`config.mk`:
```
export PLATFORM = sky130hd
export DESIGN_NAME = melody_sequencer_flat
export DESIGN_NICKNAME = d
export VERILOG_FILES = /design/src/rtl/melody_sequencer_if.sv /design/src/rtl/melody_sequencer.sv /design/src/flat_wrapper.sv
export SDC_FILE = /design/constraint.sdc
export NUM_CORES = 1
export LEC_CHECK = 0
export CAP_MARGIN = 0
export CORE_ASPECT_RATIO = 1.75
export CORE_MARGIN = 4
export CORE_UTILIZATION = 42
export CTS_CLUSTER_DIAMETER = 60
export DETAILED_ROUTE_END_ITERATION = 10
export GPL_TIMING_DRIVEN = 1
export PLACE_DENSITY_LB_ADDON = 0.25
export SLEW_MARGIN = 10
export SYNTH_ARGS = -nofsm -noshare
export SYNTH_HDL_FRONTEND = slang
export SYNTH_SLANG_ARGS = --single-unit
```
`constraint.sdc`:
```
create_clock -name clk -period 3.6 [get_ports clk]
set_input_delay 0.9 -clock clk [delete_from_list [all_inputs] [get_ports clk]]
set_output_delay 0.9 -clock clk [all_outputs]
set_load 0.1 [all_outputs]
```
`src/rtl/melody_sequencer_if.sv`:
```
// Bundles the host configuration port and the lookup/tone-generator datapath
// of the melody sequencer; the host side drives master, the sequencer is slave.
interface melody_sequencer_if;
  logic        wr_en;
  logic [3:0]  wr_addr;
  logic [11:0] wr_data;
  logic [3:0]  last_step;
  logic        loop;
  logic        start;
  logic        stop;
  logic [15:0] lut_div;
  logic [3:0]  lut_note;
  logic [3:0]  lut_octave;
  logic [15:0] tone_div;
  logic        tone_en;
  logic        busy;
  logic [3:0]  step;
  logic        done;

  modport master (
    output wr_en, wr_addr, wr_data, last_step, loop, start, stop, lut_div,
    input  lut_note, lut_octave, tone_div, tone_en, busy, step, done
  );

  modport slave (
    input  wr_en, wr_addr, wr_data, last_step, loop, start, stop, lut_div,
    output lut_note, lut_octave, tone_div, tone_en, busy, step, done
  );
endinterface

```
`src/rtl/melody_sequencer.sv`:
```
// Steps through a small pattern RAM, feeds each note to the divider lookup and
// plays the returned divider on the tone generator for a tempo-scaled time.
module melody_sequencer #(
  parameter int DEPTH       = 16,
  parameter int TICK_CYCLES = 12000,
  parameter int LUT_LATENCY = 1
) (
  input logic               clk,
  input logic               rstn,
  melody_sequencer_if.slave bus
);
  localparam int AW = (DEPTH > 1) ? $clog2(DEPTH) : 1;
  localparam int PW = (TICK_CYCLES > 1) ? $clog2(TICK_CYCLES) : 1;
  localparam int WW = $clog2(LUT_LATENCY + 2);

  typedef enum logic [1:0] {IDLE, FETCH, WAIT, PLAY} state_t;

  state_t        state;
  state_t        next_state;
  logic [11:0]   mem [DEPTH];
  logic [11:0]   entry;
  logic [3:0]    step_q;
  logic [3:0]    last_q;
  logic [3:0]    last_clamped;
  logic [3:0]    cur_len;
  logic [3:0]    dur_cnt;
  logic [3:0]    note_q;
  logic [3:0]    octave_q;
  logic [15:0]   tone_div_q;
  logic          tone_en_q;
  logic          done_q;
  logic [PW-1:0] presc;
  logic [WW-1:0] wait_cnt;
  logic          wait_done;
  logic          tick_wrap;
  logic          play_end;
  logic          at_last;
  logic          is_rest;
  logic          busy_c;

  assign entry        = mem[step_q[AW-1:0]];
  assign last_clamped = ({1'b0, bus.last_step} >= 5'(DEPTH)) ? 4'(DEPTH - 1) : bus.last_step;
  assign wait_done    = (wait_cnt == WW'(LUT_LATENCY));
  assign tick_wrap    = (presc == PW'(TICK_CYCLES - 1));
  assign play_end     = tick_wrap && (dur_cnt == cur_len);
  assign at_last      = (step_q == last_q);
  assign is_rest      = (note_q >= 4'd12) || (octave_q >= 4'd9);

  always_ff @(posedge clk) begin
    if (bus.wr_en) begin
      mem[bus.wr_addr[AW-1:0]] <= bus.wr_data;
    end
  end

  always_ff @(posedge clk or negedge rstn) begin
    if (!rstn) begin
      state <= IDLE;
    end else begin
      state <= next_state;
    end
  end

  // stop overrides every other transition, including start and step end
  always_comb begin
    next_state = state;
    unique case (state)
      IDLE:    if (bus.start) next_state = FETCH;
      FETCH:   next_state = WAIT;
      WAIT:    if (wait_done) next_state = PLAY;
      PLAY:    if (play_end) next_state = (!at_last || bus.loop) ? FETCH : IDLE;
      default: next_state = IDLE;
    endcase
    if (bus.stop) next_state = IDLE;
  end

  always_comb begin
    busy_c = (state != IDLE);
  end

  always_ff @(posedge clk or negedge rstn) begin
    if (!rstn) begin
      step_q     <= '0;
      last_q     <= '0;
      cur_len    <= '0;
      dur_cnt    <= '0;
      note_q     <= '0;
      octave_q   <= '0;
      tone_div_q <= '0;
      tone_en_q  <= 1'b0;
      done_q     <= 1'b0;
      presc      <= '0;
      wait_cnt   <= '0;
    end else begin
      done_q    <= (state == PLAY) && (next_state == IDLE) && !bus.stop;
      tone_en_q <= (next_state == PLAY) && ((state == WAIT) ? !is_rest : tone_en_q);
      wait_cnt  <= (state == WAIT) ? wait_cnt + 1'b1 : '0;
      if (state == IDLE && next_state == FETCH) begin
        step_q <= '0;
        last_q <= last_clamped;
      end
      if (state == FETCH && next_state == WAIT) begin
        note_q   <= entry[3:0];
        octave_q <= entry[7:4];
        cur_len  <= entry[11:8];
      end
      // the divider is captured as the lookup output settles, once per step
      if (state == WAIT && next_state == PLAY) begin
        tone_div_q <= bus.lut_div;
        presc      <= '0;
        dur_cnt    <= '0;
      end else if (state == PLAY) begin
        presc <= tick_wrap ? '0 : presc + 1'b1;
        if (tick_wrap) dur_cnt <= dur_cnt + 1'b1;
      end
      if (state == PLAY && next_state == FETCH) begin
        step_q <= at_last ? 4'd0 : step_q + 4'd1;
      end
    end
  end

  assign bus.lut_note   = note_q;
  assign bus.lut_octave = octave_q;
  assign bus.tone_div   = tone_div_q;
  assign bus.tone_en    = tone_en_q;
  assign bus.busy       = busy_c;
  assign bus.step       = step_q;
  assign bus.done       = done_q;
endmodule

```
`src/flat_wrapper.sv`:
```
// flat-port wrapper written by rule: the top's interface ports become plain ports
module melody_sequencer_flat 
#(
  parameter int DEPTH       = 16,
  parameter int TICK_CYCLES = 12000,
  parameter int LUT_LATENCY = 1
)
  (clk, rstn, bus_wr_en, bus_wr_addr, bus_wr_data, bus_last_step, bus_loop, bus_start, bus_stop, bus_lut_div, bus_lut_note, bus_lut_octave, bus_tone_div, bus_tone_en, bus_busy, bus_step, bus_done);
  melody_sequencer_if bus_i ();
  input logic clk;
  input logic rstn;
  input wire logic [$bits(bus_i.wr_en)-1:0] bus_wr_en;
  input wire logic [$bits(bus_i.wr_addr)-1:0] bus_wr_addr;
  input wire logic [$bits(bus_i.wr_data)-1:0] bus_wr_data;
  input wire logic [$bits(bus_i.last_step)-1:0] bus_last_step;
  input wire logic [$bits(bus_i.loop)-1:0] bus_loop;
  input wire logic [$bits(bus_i.start)-1:0] bus_start;
  input wire logic [$bits(bus_i.stop)-1:0] bus_stop;
  input wire logic [$bits(bus_i.lut_div)-1:0] bus_lut_div;
  output wire logic [$bits(bus_i.lut_note)-1:0] bus_lut_note;
  output wire logic [$bits(bus_i.lut_octave)-1:0] bus_lut_octave;
  output wire logic [$bits(bus_i.tone_div)-1:0] bus_tone_div;
  output wire logic [$bits(bus_i.tone_en)-1:0] bus_tone_en;
  output wire logic [$bits(bus_i.busy)-1:0] bus_busy;
  output wire logic [$bits(bus_i.step)-1:0] bus_step;
  output wire logic [$bits(bus_i.done)-1:0] bus_done;
  assign bus_i.wr_en = bus_wr_en;
  assign bus_i.wr_addr = bus_wr_addr;
  assign bus_i.wr_data = bus_wr_data;
  assign bus_i.last_step = bus_last_step;
  assign bus_i.loop = bus_loop;
  assign bus_i.start = bus_start;
  assign bus_i.stop = bus_stop;
  assign bus_i.lut_div = bus_lut_div;
  assign bus_lut_note = bus_i.lut_note;
  assign bus_lut_octave = bus_i.lut_octave;
  assign bus_tone_div = bus_i.tone_div;
  assign bus_tone_en = bus_i.tone_en;
  assign bus_busy = bus_i.busy;
  assign bus_step = bus_i.step;
  assign bus_done = bus_i.done;
  melody_sequencer #(.DEPTH(DEPTH), .TICK_CYCLES(TICK_CYCLES), .LUT_LATENCY(LUT_LATENCY)) u_core (.clk(clk), .rstn(rstn), .bus(bus_i));
endmodule
```
; ---- Word level (Yosys, flattened, before mapping)
; Memories as Yosys holds them, arrays and structs flattened. A register that Yosys moved wholly into a read port is not among the register bits.
; Index checks and enable logic that the tools add are counted.
[op_classes]
addsub = 4
order_cmp = 2
eq_ne = 10
mux = 19
reduce_logical = 21
[op_table]
columns = op, count
row1 = $mux 14, 3
row2 = $mux 4, 6
row3 = $add 14x1->14 const B, 1
row4 = $eq 14x14->1 const B, 1
row5 = $mux 2, 5
row6 = $add 4x1->4 const B, 2
row7 = $eq 2x2->1 const B, 4
row8 = $eq 4x4->1, 2
row9 = $ge 4x4->1 const B, 2
row10 = $logic_and 1x1->1, 8
row11 = $pmux 2 s4, 1
row12 = $reduce_bool 2->1, 4
row13 = $eq 2x1->1 const B, 3
row14 = $logic_not 1->1, 4
row15 = $logic_not 2->1, 2
row16 = $mux 1, 4
row17 = $add 2x1->2 const B, 1
row18 = $logic_or 1x1->1, 2
row19 = $reduce_and 2->1, 1
[word_totals]
ff_bits = 48
mem_bits_rw = 192
inputBits = 42
out_inout_bits = 31
n_memories = 1
[memory_table]
columns = memory, words, word_bits, read_ports, rd_ports_with_merged_regs, write_ports, line
row1 = u_core.mem, 16, 12, 1, 1, 1, melody_sequencer.sv:20  ; logic [11:0] mem [DEPTH];

; ---- Depth between registers and ports, before layout
; Gate-level depths: netlist of the first run.
[logic_depth]
word_depth = 11
ltp_mapped = 7
mapped_depth_nobuf = 7

; ---- Worst setup path after synthesis of the first run
; OpenSTA, ideal clock, no wires.
[synth_path]
path_type = input -> register
from = input port bus_wr_addr[2]
to = memory u_core.mem[0][0], enable pin
setup_ns = 0.396
t_arrival_ns = 2.278
required_time_ns = 3.204
slack_ns = 0.926
path_stages = 2
path_cell_list = or3b_2 nor3_1
[synth_lines]
columns = item, line
row1 = "start, declared", flat_wrapper.sv:13  ; input wire logic [$bits(bus_i.wr_addr)-1:0] bus_wr_addr;
row2 = "end, declared", melody_sequencer.sv:20
; Straight into the memory's write port.

; ---- Worst setup path in the final report of the first run
[layout_path]
from = register u_core.tone_div_q[14] (netlist: u_core.bus.tone_div[14])
to = output port bus_tone_div[14]
[layout_lines]
columns = item, line
row1 = "start, declared", melody_sequencer.sv:29  ; logic [15:0] tone_div_q;
row2 = "start signal, assigned", melody_sequencer.sv:108  ; tone_div_q <= bus.lut_div;
row3 = "end, declared", flat_wrapper.sv:22  ; output wire logic [$bits(bus_i.tone_div)-1:0] bus_tone_div;
; No word-level cell between the ends.

==> flow_summary.toml, run 1 <==
[synth]
synth_cells = 584
synthSimpleGateAreaFrac_pct = 7.295
synth-xor-area-share_pct = 1.121
avgSynthCellArea_sq_um = 17.39
synth_warnings = 0
synth_mux_area_share_pct = 14.29
synth_enable_flop_cells = 192
synthFlopType = "edfxtp_1"
synth_adder_area_share_pct = 0.4929
synth_area_sq_um = 10150
synth_top_family_by_area = "multiplexers"
ys_ff_latch = 252
synthesis.nets = 630
seq_area_frac_synth_pct = 71.57
synthDistinctLibCells = 49
ys_async_sr_fraction_pct = 23.81
synth-compound-area-share_pct = 3.672

[drt]
met2_length_mm = 11.86
drt-initial-drc-count = 387
drt_first_pass_iters = 5
drt-total-wl_mm = 21.38
wl_met1_mm = 8.129
ant_nets = 0
vias_per_cell = 5.421
drc_errors = 0
dr.max_layer_used = "met4"
vias = 5464
wl_per_cell_um = 21.21
met3RoutedLength_um = 849

[placed_design]
port_buffers = 72
gp_congestion = 0.8228
post-place-ws_ns = 0.7786
dp_hpwl_mm = 14.55

[critical_path]
cp-start-kind = "flop"
reg2reg_depth = 5
worstPathBufferInverterCount = 1
crit_slowest_cell = "clkdlybuf4s50_1"
crit_chain = "clkdlybuf4s50_1"
crit_type = "flop to output pin"
r2r-start = "u_core.bus.step[0]"
crit_start = "u_core.bus.tone_div[14]"
slowest_delay_ns = 1.13
crit_fanout = 2
reg2reg_slack_ns = 1.18
cp.arrival_ns = 2.00
r2r-end = "u_core.bus.step[3]"
critPathCaptureType = "output pin"
required_ns = 2.70
crit_family = "buffers and inverters"

[clocking]
clk_path_buf_depth = 3
cts_buffers = 24
clk_latency_ns = 0.52
cts_hold_buf = 0
post_cts_buffers = 0
cts.sinks = 252
cts_resized = 0
tritoncts = "yes"
htreeDepth = 1
cts-root-buf = "clkbuf_16"
clk_pin_slew_ns = 0.06

[global_route]
antenna_found_initial = 0
grt_pass1_wl_mm = 33.66
grt_overflow = 0
grt_pass1_vias = 5971
grt_util_all_layers_pct = 16.23
grt_start_max_net_pins = 53

[timing]
finalHoldViolCount = 0
rsz0062_at_grt = "no"
setup_slack_ns = 0.7009
slew_headroom_pct = 33.91
setup_violations = 0
tightest_slew_ns = 0.9913
clock.fmax_mhz = 344.9
fin_tns_setup_ns = 0
period_minus_slack_ns = 2.899
drv_slew = 0
fin_skew_ns = 0.008639
post-route-period-util_pct = 80.53

[power]
p_leak_nw = 4.331
vdd_drop_max_mv = 0.3064
p_per_area_nw_per_um2 = 614.2

[worst_hold_path]
whs_endpoint = "u_core.wait_cnt[0]"
min_path_cells = 1
min_from = "u_core.wait_cnt[0]"
min_path_type = "flop to flop"

[cells_and_area]
regArea_sq_um = 7272
syn_to_final_growth_pct = 20.09
final_net_count = 728
final_layout_size_suffix_gt1_share_pct = 25.29
fill_cells = 1951
multi_input_area_sq_um = 2754
diodes = 0

[floorplan]
die_h_um = 213.7
initial_core_util_pct = 42.43
rows = 75
die_w_um = 125.5
io_pins = 73
die_area_sq_um = 26820
core_area_sq_um = 23930

[flow_run]
max-cap-violations = 0

[run_status]
outcome = "completed"
==> cells in the final DEF (no fill, tap or decap), drive strengths merged, types with 21 or more instances in the layout <==
cell / count
dfrtp: 60
clkbuf: 26
nand2: 53
clkdlybuf4s50: 48
mux2: 21
mux4: 48
edfxtp: 192
nor2: 32
buf: 52
==> power breakdown <==
part / leakage, nW / switching, mW / internal (mW) / total [mW]
Combinational: 1.41 / 0.806 / 0.351 / 1.16
Clock: 0.425 / 1.07 / 1.70 / 2.77
Sequential: 2.50 / 0.203 / 3.36 / 3.56
==> state kept, by name, indices dropped and copies added (netlist names), 4 cells and up <==
signal	cells
u_core.bus.lut_note	4
u_core.bus.lut_octave	4
u_core.bus.step	4
u_core.bus.tone_div	16
u_core.cur_len	4
u_core.dur_cnt	4
u_core.last_q	4
u_core.mem	192
u_core.presc	14
==> cells by family after synthesis <==
logic type,count (synthesis)
buffers and inverters,36
and+or+nand+nor,146
DFF,252
muxes,82
xor gates and xnor gates,13
adders and majority gates,4
AOI/OAI and AO/OA,51
==> layer usage <==
layer / up-vias / global-route usage [%]
li1: 2484 / -
met1: 2788 / 18.47
met2: 153 / 31.05
met3: 39 / 2.468
met4: 0 / 5.352
met5: - / 0
==> area by class of cell <==
cell class | count | share of cell area (%)
Inverter | 8 | 0.2463
Clock buffer | 26 | 5.162
Sequential cell | 252 | 59.64
Timing Repair Buffer | 100 | 7.122
Multi-Input combinational cell | 296 | 22.59
Tap cell | 308 | 3.161
Clock inverter | 18 | 2.083
==> worst max path at each step <==
stage	endpoint	slack, ns	cells after the start
3_3_place_gp	u_core.bus.lut_octave[1]	0.86	4
3_5_place_dp	u_core.bus.lut_note[0]	0.78	4
5_1_grt	bus_tone_div[14]	0.63	1
6_report	bus_tone_div[14]	0.70	1
2_1_floorplan	u_core.mem[0][0]	0.93	2
4_1_cts	bus_tone_div[13]	0.67	1
==> stage by stage <==
| step | power (mW) | std cells | area (sq um) | hold WS (ns) | util (%) |
|---|---|---|---|---|---|
| 5_1_grt | 7.782 | 1008 | 12190 | 0.4704 | 50.95 |
| 4_1_cts | 7.568 | 1008 | 12190 | 0.4361 | 50.95 |
| 3_3_place_gp | 4.741 | 964 | 11310 | 0.4213 | 47.26 |
| 6_report | 7.489 | 1008 | 12190 | 0.4305 | 50.95 |
| 2_1_floorplan | 4.420 | 584 | 10150 | 0.4099 | - |
| 3_5_place_dp | 4.791 | 964 | 11310 | 0.4275 | 47.26 |
==> cells in the mapped netlist (4+ instances only) <==
cell / n / area (sq um)
nor2_1: 32 / 120.1
mux2_2: 20 / 225.2
or3_1: 4 / 25.02
ha_1: 4 / 50.05
xor2_1: 13 / 113.9
nand2_1: 51 / 191.4
a21oi_1: 6 / 30.03
edfxtp_1: 192 / 5766
dfrtp_1: 60 / 1501
nand2b_1: 6 / 37.54
o21ai_0: 17 / 85.08
a221o_1: 12 / 120.1
buf_2: 11 / 55.05
nor3_1: 17 / 85.08
mux4_2: 48 / 1081
clkbuf_1: 13 / 48.80
inv_1: 7 / 26.28
mux2i_1: 13 / 130.1
nand3_1: 9 / 45.04
Note: power is estimated with default switching activity, not from simulation.
==> run 2, diff against run 1 <==
- clock period: 3.6 -> 2.9 ns (I/O delays scaled with it)
==> flow_summary.toml, run 2 (synthesized netlist as in run 1, its figures left out) <==
[run_status]
outcome = "completed"

[timing]
clock.fmax_mhz = 420.8
setup_slack_ns = 0.5238
fin_tns_setup_ns = 0
drv_slew = 0
tightest_slew_ns = 0.6641
finalHoldViolCount = 0
slew_headroom_pct = 55.32
period_minus_slack_ns = 2.376
rsz0062_at_grt = "no"
setup_violations = 0
fin_skew_ns = 0.005116
post-route-period-util_pct = 81.94

[power]
power_frac_clock_pct = 34.0
p_switching_mw = 2.533
vdd_drop_max_mv = 0.3575
comb_power_share_pct = 16.3
p_per_area_nw_per_um2 = 731.7
p_leak_nw = 4.322
p_int_mw = 6.335
swShare_pct = 28.57
p_seq_share_pct = 49.8

[floorplan]
die_w_um = 125.5
die_area_sq_um = 26820
die_h_um = 213.7
io_pins = 73
rows = 75
initial_core_util_pct = 42.43
core_area_sq_um = 23930

[cells_and_area]
final_layout_size_suffix_gt1_share_pct = 26.35
largest_reg_flops = 192
final_net_count = 732
fill_cells = 1973
layout_commonest_cell = "edfxtp_1"
syn_to_final_growth_pct = 19.36
final_cell_mix = "192 x edfxtp_1, 60 x buf_4, 58 x dfrtp_1"
diodes = 0

[critical_path]
reg2reg_slack_ns = 0.65
slowest_delay_ns = 0.72
crit_type = "flop to output pin"
crit_chain = "buf_4"
crit_slowest_cell = "dfrtp_1"
crit_fanout = 17
endpoint = "bus_step[2]"
reg2reg_depth = 6
path_depth = 1
critPathCaptureType = "output pin"
crit_start = "u_core.bus.step[2]"
required_ns = 2.17
crit_family = "flip-flops"
cp.arrival_ns = 1.65
r2r-end = "u_core.bus.step[0]"
cp-start-kind = "flop"
worstPathBufferInverterCount = 1
r2r-start = "u_core.presc[0]"

[placed_design]
port_buffers = 72
post-place-ws_ns = 0.4662
dp_hpwl_mm = 14.95
gp_congestion = 0.7962

[drt]
wl_per_cell_um = 21.31
drc_errors = 0
vias_per_cell = 5.406
drt-total-wl_mm = 21.52
vias = 5460
drt_first_pass_iters = 5
ant_nets = 0
drt-initial-drc-count = 387

[clocking]
cts.sinks = 252
cts_hold_buf = 0
tritoncts = "yes"
clk_latency_ns = 0.52
cts-root-buf = "clkbuf_16"
clk_pin_slew_ns = 0.07
cts_resized = 0
cts_buffers = 23
post_cts_buffers = 0
htreeDepth = 1
clk_path_buf_depth = 3

[global_route]
grt_start_max_net_pins = 52
grt_util_all_layers_pct = 16.53
grt_pass1_wl_mm = 34.47
grt_pass1_vias = 5956
antenna_found_initial = 0
grt_overflow = 0

[flow_run]
max-cap-violations = 0

[worst_hold_path]
min_path_type = "input port to asynchronous set/reset pin"
-- run 2: cell types whose count changed in the layout (fill, tap and decap cells not counted), sizes merged --
cell | previous run | this run
bufinv | 6 | 3
clkdlybuf4s50 | 48 | 40
clkinvlp | 2 | 0
buf | 52 | 65
clkbuf | 26 | 27
clkinv | 9 | 10
-- run 2: how the worst min path moves through the flow --
stage,slack (ns),end,cells past startpoint
floorplan,0.41,u_core.wait_cnt[0],1
CTS,0.20,u_core.bus.lut_octave[0],1
detailed placement,0.44,u_core.wait_cnt[0],1
global placement,0.42,u_core.wait_cnt[0],1
global route,0.23,u_core.presc[10],1
finish,0.20,u_core.presc[5],1
-- run 2: final cells by class --
type                            instances  area (sq um)  area share, %
Sequential cell                       252          7272          60.00
Multi-Input combinational cell        296          2754          22.72
Timing Repair Buffer                  105         935.9          7.723
Clock buffer                           27         590.6          4.873
Tap cell                              308         385.4          3.180
Clock inverter                         14         151.4          1.249
Inverter                                8         30.03         0.2478
-- run 2: metal layers --
metal  track usage, %  vias up  part of all wire (%)
met4            5.240        0                   2.3
met3            2.667       32                   4.7
li1                 -     2487                     -
met5                0        -                     0
met1            18.92     2773                    37
met2            31.50      168                    56
-- run 2: stage by stage --
stage	hold slack [ns]	utilization, %	total power [mW]	std cells	cell area, sq um
floorplan	0.4099	-	5.487	584	10150
global placement	0.4220	47.55	5.889	969	11380
detailed placement	0.4435	47.55	5.945	969	11380
CTS	0.1953	50.65	8.949	1010	12120
global route	0.2301	50.65	9.224	1010	12120
finish	0.1981	50.65	8.868	1010	12120
-- run 2: power by group through the flow --
stage | clock (mW) | sequential, mW | combinational [mW]
6_report | 3.01 | 4.41 | 1.44
5_1_grt | 3.25 | 4.45 | 1.52
4_1_cts | 3.07 | 4.42 | 1.46
3_5_place_dp | 0 | 4.49 | 1.46
3_3_place_gp | 0 | 4.47 | 1.42
2_1_floorplan | 0 | 5.06 | 0.427
==> run 3, diff against run 2 <==
- clock period: 2.9 -> 2.3 ns (I/O delays scaled with it)
==> flow_summary.toml, run 3 (synthesized netlist as in run 1, its figures left out) <==
[timing]
drv_slew = 0
setup_slack_ns = 0.1897
tightest_slew_ns = 0.6185
fin_skew_ns = 0.008077
slew_headroom_pct = 58.64
rsz0062_at_grt = "no"
period_minus_slack_ns = 2.110
finalHoldViolCount = 0
clock.fmax_mhz = 473.9
setup_violations = 0
post-route-period-util_pct = 91.75
fin_tns_setup_ns = 0

[power]
power_frac_clock_pct = 33.0
vdd_drop_max_mv = 0.4108
swShare_pct = 28.66
p_seq_share_pct = 50.4
p_per_area_nw_per_um2 = 894.2
comb_power_share_pct = 16.6
p_switching_mw = 3.170
p_int_mw = 7.891
p_leak_nw = 4.389

[drt]
vias = 5476
ant_nets = 0
drt-initial-drc-count = 275
wl_per_cell_um = 21.08
dr.max_layer_used = "met4"
drc_errors = 0
drt-total-wl_mm = 21.42
wl_met1_mm = 7.807
met3RoutedLength_mm = 1.002
drt_first_pass_iters = 5
vias_per_cell = 5.390
met2_length_mm = 12.14

[critical_path]
cp.arrival_ns = 2.50
crit_fanout = 13
crit_type = "flop to flop"
critPathCaptureType = "flop"
cp-start-kind = "flop"
required_ns = 2.69

[cells_and_area]
final_cell_mix = "192 x edfxtp_1, 56 x dfrtp_1, 51 x nand2_1, 51 x buf_4, 48 x mux4_2"
final_layout_size_suffix_gt1_share_pct = 27.82
layout_commonest_cell = "edfxtp_1"
largest_reg_flops = 192
syn_to_final_growth_pct = 21.82
diodes = 0
fill_cells = 1890
fin_cells = 1016
fin_util_pct = 51.69
final_net_count = 740

[clocking]
clk_pin_slew_ns = 0.06
cts_buffers = 23
post_cts_buffers = 0
cts-root-buf = "clkbuf_16"
clk_path_buf_depth = 3
cts.sinks = 252
htreeDepth = 1
cts_hold_buf = 0
clk_latency_ns = 0.51
tritoncts = "yes"
cts_resized = 0

[global_route]
grt_util_all_layers_pct = 16.31
grt_start_max_net_pins = 61
antenna_found_initial = 0
grt_pass1_wl_mm = 33.82
grt_overflow = 0
grt_pass1_vias = 5828

[placed_design]
port_buffers = 72
placed_cells = 977
gp_congestion = 0.7573
dp_hpwl_mm = 14.88
post-place-ws_ns = 0.05686

[floorplan]
die_w_um = 125.5
core_area_sq_um = 23930
die_h_um = 213.7
initial_core_util_pct = 42.43
die_area_sq_um = 26820
io_pins = 73
rows = 75

[worst_hold_path]
min_path_type = "input port to asynchronous set/reset pin"

[run_status]
outcome = "completed"

[flow_run]
max-cap-violations = 0
run 3: cell type report:
cell class | instances | area [sq um] | area share, %
Clock buffer | 24 | 579.3 | 4.683
Clock inverter | 15 | 137.6 | 1.113
Inverter | 8 | 30.03 | 0.2428
Multi-Input combinational cell | 296 | 2754 | 22.26
Sequential cell | 252 | 7274 | 58.81
Tap cell | 308 | 385.4 | 3.116
Timing Repair Buffer | 113 | 1209 | 9.771
run 3: worst max-delay path: stages (launching register included):
cell     delay [ns]
dfrtp_4        0.60
buf_4          0.27
mux4_2         0.53
mux2i_1        0.23
nor3_1         0.08
a221o_1        0.28
run 3: worst paths after layout:
| kind | depth (start not counted) | startpoint | to | slack, ns |
|---|---|---|---|---|
| worst max-delay path | 5 | u_core.bus.step[0] | u_core.bus.lut_note[2] | 0.19 |
| worst min-delay path | 2 | rstn | u_core.bus.step[0] | 0.05 |
| worst max register to register | 5 | u_core.bus.step[0] | u_core.bus.lut_note[2] | 0.19 |
| worst min register to register | 1 | u_core.wait_cnt[0] | u_core.wait_cnt[0] | 0.43 |
| max in group asynchronous | 2 | rstn | u_core.dur_cnt[2] | 1.96 |
| min in group clk | 1 | u_core.wait_cnt[0] | u_core.wait_cnt[0] | 0.43 |
run 3: per-layer routing:
metal / track usage (%) / up-vias
li1: - / 2496
met1: 18.20 / 2812
met2: 31.46 / 143
met3: 2.767 / 25
met4: 5.240 / 0
met5: 0 / -
run 3: power by group through the flow:
| stage | combinational (mW) | sequential, mW | clock (mW) |
|---|---|---|---|
| final | 1.83 | 5.58 | 3.65 |
| after global routing | 1.94 | 5.62 | 3.94 |
| after CTS | 1.85 | 5.58 | 3.74 |
| after detailed placement | 1.85 | 5.67 | 0 |
| after global placement | 1.81 | 5.65 | 0 |
| after floorplan | 0.539 | 6.38 | 0 |
run 3: stage by stage:
step / area (sq um) / total power [mW] / hold WS [ns]
finish: 12370 / 11.06 / 0.05232
global route: 12370 / 11.50 / 0.07656
CTS: 12370 / 11.18 / 0.05958
detailed placement: 11650 / 7.524 / 0.4297
global placement: 11650 / 7.463 / 0.4199
floorplan: 10160 / 6.918 / 0.2794
==> variant 1 (flow settings as in run 3) <==
`TICK_CYCLES` is set to 12000 in 2 places; all go to 24000.
--- a/src/rtl/melody_sequencer.sv
+++ b/src/rtl/melody_sequencer.sv
@@ -4,3 +4,3 @@
   parameter int DEPTH       = 16,
-  parameter int TICK_CYCLES = 12000,
+  parameter int TICK_CYCLES = 24000,
   parameter int LUT_LATENCY = 1
--- a/src/flat_wrapper.sv
+++ b/src/flat_wrapper.sv
@@ -4,3 +4,3 @@
   parameter int DEPTH       = 16,
-  parameter int TICK_CYCLES = 12000,
+  parameter int TICK_CYCLES = 24000,
   parameter int LUT_LATENCY = 1
Formal check against the unedited RTL: same outputs for any inputs over 10 cycles, from zero or initial values and one cycle with rstn low; that may be too few to reach the edited logic, so the function may still have changed.
==> variant 1 against run 3 <==
Routed wire length shrank 1.7%; via count shrank 4.0%; fmax shrank 3.3%; worst setup slack lost 0.072 ns; power grew 3.0%; sequential cell count grew 1; design area grew 0.11%; synthesized area shrank 0.46%; largest power group unchanged.
==> variant 1: results (changes against run 3) <==
Clock tree
  – Clk Latency, worst-skew pair: 0.50 ns
  – Total CTS buffers: 23 (unchanged)
  – Clk root buf: clkbuf_16
  – Max Root-Sink Buffers: 3 (unchanged)
  – H-Tree Depth: 1 (unchanged)

Placed design
  – Post-DP HPWL: 14,470 um (-2.8%)
  – Placer Congestion: 0.8222 (+8.6%)
  – Worst slack, placed: -0.03424 ns (-0.09110 ns)
  – Dpl cells: 934 (-4.4%)

Yosys
  – Gate Count Post-Synth: 532 (-8.9%)
  – Sequential-to-total area share from yosys stat: 72.15% (+0.58 points)
  – FFs w/ async S/R, synth: 24.11% (+0.30 points)
  – Top post-synthesis cells by area: edfxtp_1 57%, dfrtp_1 15%, mux4_2 13%
  – Distinct cell type count of the synthesized netlist: 47 (-4.1%)
  – Post-synthesis net count: 578 (-8.3%)
  – Synth top cells by count: 192 x edfxtp_1, 61 x dfrtp_1, 60 x mux4_2, 33 x mux2_2, 28 x nor2_1

Drt
  – DR iter-0 viols: 301 (+9.5%)
  – Drt first pass iters: 4 (-1)
  – Vias: 5,255 (-4.0%)
  – WL/cell: 21.62 um (+2.6%)

STA
  – Worst Skew: 0.007524 ns (-0.0005532 ns)
  – Period Utilization, post-route: 94.89% (+3.1 points)
  – Worst slew pin tran: 0.5857 ns (-0.03288 ns)

Final layout
  – Nets: 703 (-5.0%)
  – Share of cells above drive strength 1: 34.48% (+6.7 points)
  – Final non-filler cell total: 974 (-4.1%)
  – Filler instances: 1,885 (-0.26%)

Worst setup path
  – Crit path from: u_core.bus.step[0]
  – Reg2Reg Setup Slack: 0.12 ns (-0.07 ns)
  – Crit-path max FO: 28 (+15)
  – Crit path DAT: 2.56 ns (+0.06 ns)
  – R2R Path End: u_core.bus.lut_note[2]
  – Reg2Reg Depth: 4 (-1)

Min path
  – Hold Path Class: flip-flop to flip-flop
  – Hold path depth: 1

Global routing
  – Number of global-route vias before repair: 5,764 (-1.1%)
  – Largest net degree at the start of global routing: 52 (-15%)
  – GRT Total Usage: 16.16% (-0.15 points)
  – First-pass GRT wire length: 33,420 um (-1.2%)

Status
  – Status: completed

Power
  – Pleak: 4.336 nW (-1.2%)
  – Cell Int Power: 8.135 mW (+3.1%)
  – VDD IR max: 0.5903 mV (+44%)

Die
  – Site row count: 74 (-1.3%)
[variant 1: final cells by class]
type	instances	area (um2)	share of cell area (%)
Clock buffer	28	594.3	4.799
Clock inverter	10	161.4	1.303
Inverter	10	37.54	0.3031
Multi-Input combinational cell	246	2731	22.06
Sequential cell	253	7305	58.99
Tap cell	304	380.4	3.072
Timing Repair Buffer	123	1174	9.478
[variant 1: worst max-delay path, stage by stage (launching register included)]
cell and delay, ns:
dfrtp_4 0.45, buf_12 0.25, mux4_2 0.56, mux4_2 0.52
mux2_2 0.27
[variant 1: logic make-up after synthesis]
family | share of synthesized area, %
mux | 17.44
buf+inv | 1.287
compound gates | 2.179
flops | 72.15
xor+xnor | 1.300
simple gates | 5.150
fa+ha+maj | 0.4952
[variant 1: stage by stage]
stage	util (%)	instance area [um2]	hold slack, ns
final	52.65	12380	0.4455
after global routing	52.65	12380	0.4953
after CTS	52.58	12370	0.4536
after detailed placement	49.32	11600	0.4444
after global placement	49.32	11600	0.4226
after floorplan	-	10210	0.2794
[variant 1: power by group through the flow]
stage               Combinational [mW]  Sequential, mW  Clock, mW
global placement                  1.97            5.60          0
CTS                               2.02            5.54       3.94
finish                            2.01            5.54       3.85
global route                      2.11            5.58       4.10
detailed placement                2.01            5.63          0
floorplan                        0.466            6.55          0
[variant 1: worst min-delay path by stage]
stage | from | end | slack (ns)
after global placement | u_core.wait_cnt[0] | u_core.wait_cnt[0] | 0.42
after global routing | u_core.wait_cnt[0] | u_core.wait_cnt[0] | 0.50
after floorplan | rstn | u_core.bus.done | 0.28
final | u_core.wait_cnt[0] | u_core.wait_cnt[0] | 0.45
after CTS | u_core.wait_cnt[0] | u_core.wait_cnt[0] | 0.45
after detailed placement | u_core.wait_cnt[0] | u_core.wait_cnt[0] | 0.44
[variant 1: per-layer routing]
| metal | vias to the layer above | GRT usage, % | share of wire (%) |
|---|---|---|---|
| li1 | 2354 | - | - |
| met1 | 2759 | 18.41 | 36 |
| met2 | 112 | 31.13 | 57 |
| met3 | 30 | 2.728 | 3.8 |
| met4 | 0 | 4.491 | 2.5 |
| met5 | - | 0 | 0 |
[variant 1: repair_timing]
item | in CTS | in global routing
gates resized for setup | 0 | 2
hold buffers | 1 | 0
endpoints found under the setup margin | 0 | 6
buffers inserted | 0 | 1
endpoints found under the hold margin | 13 | 0
==> variant 2 (flow settings as in run 3) <==
Made on the original files. The 4 states of `state_t` get a one-hot encoding in 4 bits.
--- a/src/rtl/melody_sequencer.sv
+++ b/src/rtl/melody_sequencer.sv
@@ -15,3 +15,3 @@
 
-  typedef enum logic [1:0] {IDLE, FETCH, WAIT, PLAY} state_t;
+  typedef enum logic [3:0] {IDLE = 4'b0001, FETCH = 4'b0010, WAIT = 4'b0100, PLAY = 4'b1000} state_t;
 
Formal check against the unedited RTL: no difference found for any inputs over 10 cycles, from zero or initial values and one cycle with rstn low; not proved beyond that.
==> variant 2 against run 3 <==
First-iteration DRC count grew 75%; sequential cell count grew 2; synthesized area grew 0.85%; worst setup slack lost 0.14 ns; design area grew 1.7%; routed wire length grew 3.3%; critical endpoint is now bus_busy; fmax shrank 6.4%.
Power is not compared: it rests on default switching activity, and its combinational part moved more than twofold at a synthesized area within 25%.
==> variant 2: results (changes against run 3) <==
Drt
  – Vias: 5,588 (+2.0%)
  – DR iter-0 viols: 481 (+75%)
  – Drt first pass iters: 6 (+1)
  – Vias/cell: 5.500 (+2.0%)
  – WL/cell: 21.78 um (+3.3%)

Yosys
  – Post-synthesis mux area share: 15.62% (+1.3 points)
  – Gate Count Post-Synth: 569 (-2.6%)
  – EDFF count, synth: 192 (unchanged)
  – FFs w/ async S/R, synth: 24.41% (+0.60 points)
  – Xor/xnor cell area share of the yosys netlist: 1.369% (+0.25 points)
  – Distinct cell type count of the synthesized netlist: 52 (+6.1%)
  – Top post-synthesis cells by area: edfxtp_1 56%, dfrtp_1 15%, mux4_2 11%
  – Synth Area in Compound Gates: 2.297% (-1.4 points)
  – Synth top cells by count: 192 x edfxtp_1, 66 x nand2_1, 61 x dfrtp_1, 48 x mux4_2, 28 x nor2_1
  – Post-synthesis net count: 615 (-2.4%)
  – Sequential-to-total area share from yosys stat: 71.47% (-0.10 points)
  – Synth Area in Adders: 0.4888% (-0.0042 points)

Placed design
  – Placed Area: 11,780 um2 (+1.1%)
  – Post-DP HPWL: 15,160 um (+1.8%)
  – Dpl cells: 971 (-0.61%)

Status
  – Status: completed

Clock tree
  – Clk Latency, worst-skew pair: between 0.5 and 0.6 ns

Global routing
  – Met2 global-route usage: 29.26% (-2.2 points)
  – GRT Total Usage: 16.50% (+0.18 points)
  – Largest net degree at the start of global routing: 35 (-43%)
  – Met1 usage: 20.49% (+2.3 points)
  – Met3 GRT Util: 2.667% (-0.10 points)
  – First-pass GRT wire length: 34,870 um (+3.1%)
  – Number of global-route vias before repair: 5,961 (+2.3%)

STA
  – Worst Skew: 0.01818 ns (+0.01011 ns)
  – Worst rel slew slack: 58.09% (-0.54 points)

Worst setup path
  – Crit-path max FO: 6 (-7)

Final layout
  – Nets: 738 (-0.27%)
  – Share of cells above drive strength 1: 27.97% (+0.14 points)
  – Filler instances: 1,925 (+1.9%)
  – Area Overhead vs Synth: 22.85%
  – Max reg flops: 192 (unchanged)

Power
  – Cell Int Power: around 7.6 mW
-- variant 2: changes by cell type after synthesis, moves of 6 or more --
cell	before	now
a221o_1	12	0
buf_2	11	3
mux2_2	20	14
mux2i_1	13	0
mux4_1	0	12
nand2_1	51	66
nand3_1	9	16
xnor2_1	0	8
-- variant 2: what timing repair did --
item | in CTS | in global routing
resized for setup | 1 | 1
endpoints found under the hold margin | 10 | 0
buffers inserted | 1 | 2
setup endpoints to repair | 1 | 4
hold buffers | 1 | 0
pin swaps | 0 | 1
-- variant 2: cells by family (layout without fill, tap and decap cells) --
kind of cell	after synthesis	count (layout)
fa+ha+maj	4	4
mux	77	77
flops	254	254
buf+inv	30	169
simple gates	153	153
xor+xnor	16	16
compound gates	35	35
-- variant 2: layout make-up --
cell class	instances	area share [%]
Timing Repair Buffer	123	10.32
Clock inverter	16	1.343
Inverter	5	0.1492
Multi-Input combinational cell	285	22.24
Tap cell	308	3.063
Clock buffer	25	4.635
Sequential cell	254	58.25
-- variant 2: worst paths after layout --
kind	slack, ns	start	depth (start not counted)	endpoint
max	0.05	u_core.state[0]	3	bus_busy
min	0.44	u_core.wait_cnt[0]	1	u_core.wait_cnt[0]
max reg2reg	0.10	u_core.bus.step[0]	4	u_core.bus.lut_note[0]
min reg2reg	0.44	u_core.wait_cnt[0]	1	u_core.wait_cnt[0]
max in group asynchronous	1.25	rstn	3	u_core.bus.step[1]
min in group asynchronous	0.48	rstn	2	u_core.bus.tone_div[10]
-- variant 2: metal layers --
layer / wire length (um) / part of all wire [%]
met1: 8615 / 39
met2: 11790 / 53
met3: 1074 / 4.9
met4: 655 / 3.0
met5: 0 / 0
-- variant 2: worst max-delay path, stage by stage, from the launching register on --
cell and delay, ns:
dfstp_2 0.60, nor4b_4 0.25, inv_1 0.13, buf_12 0.18
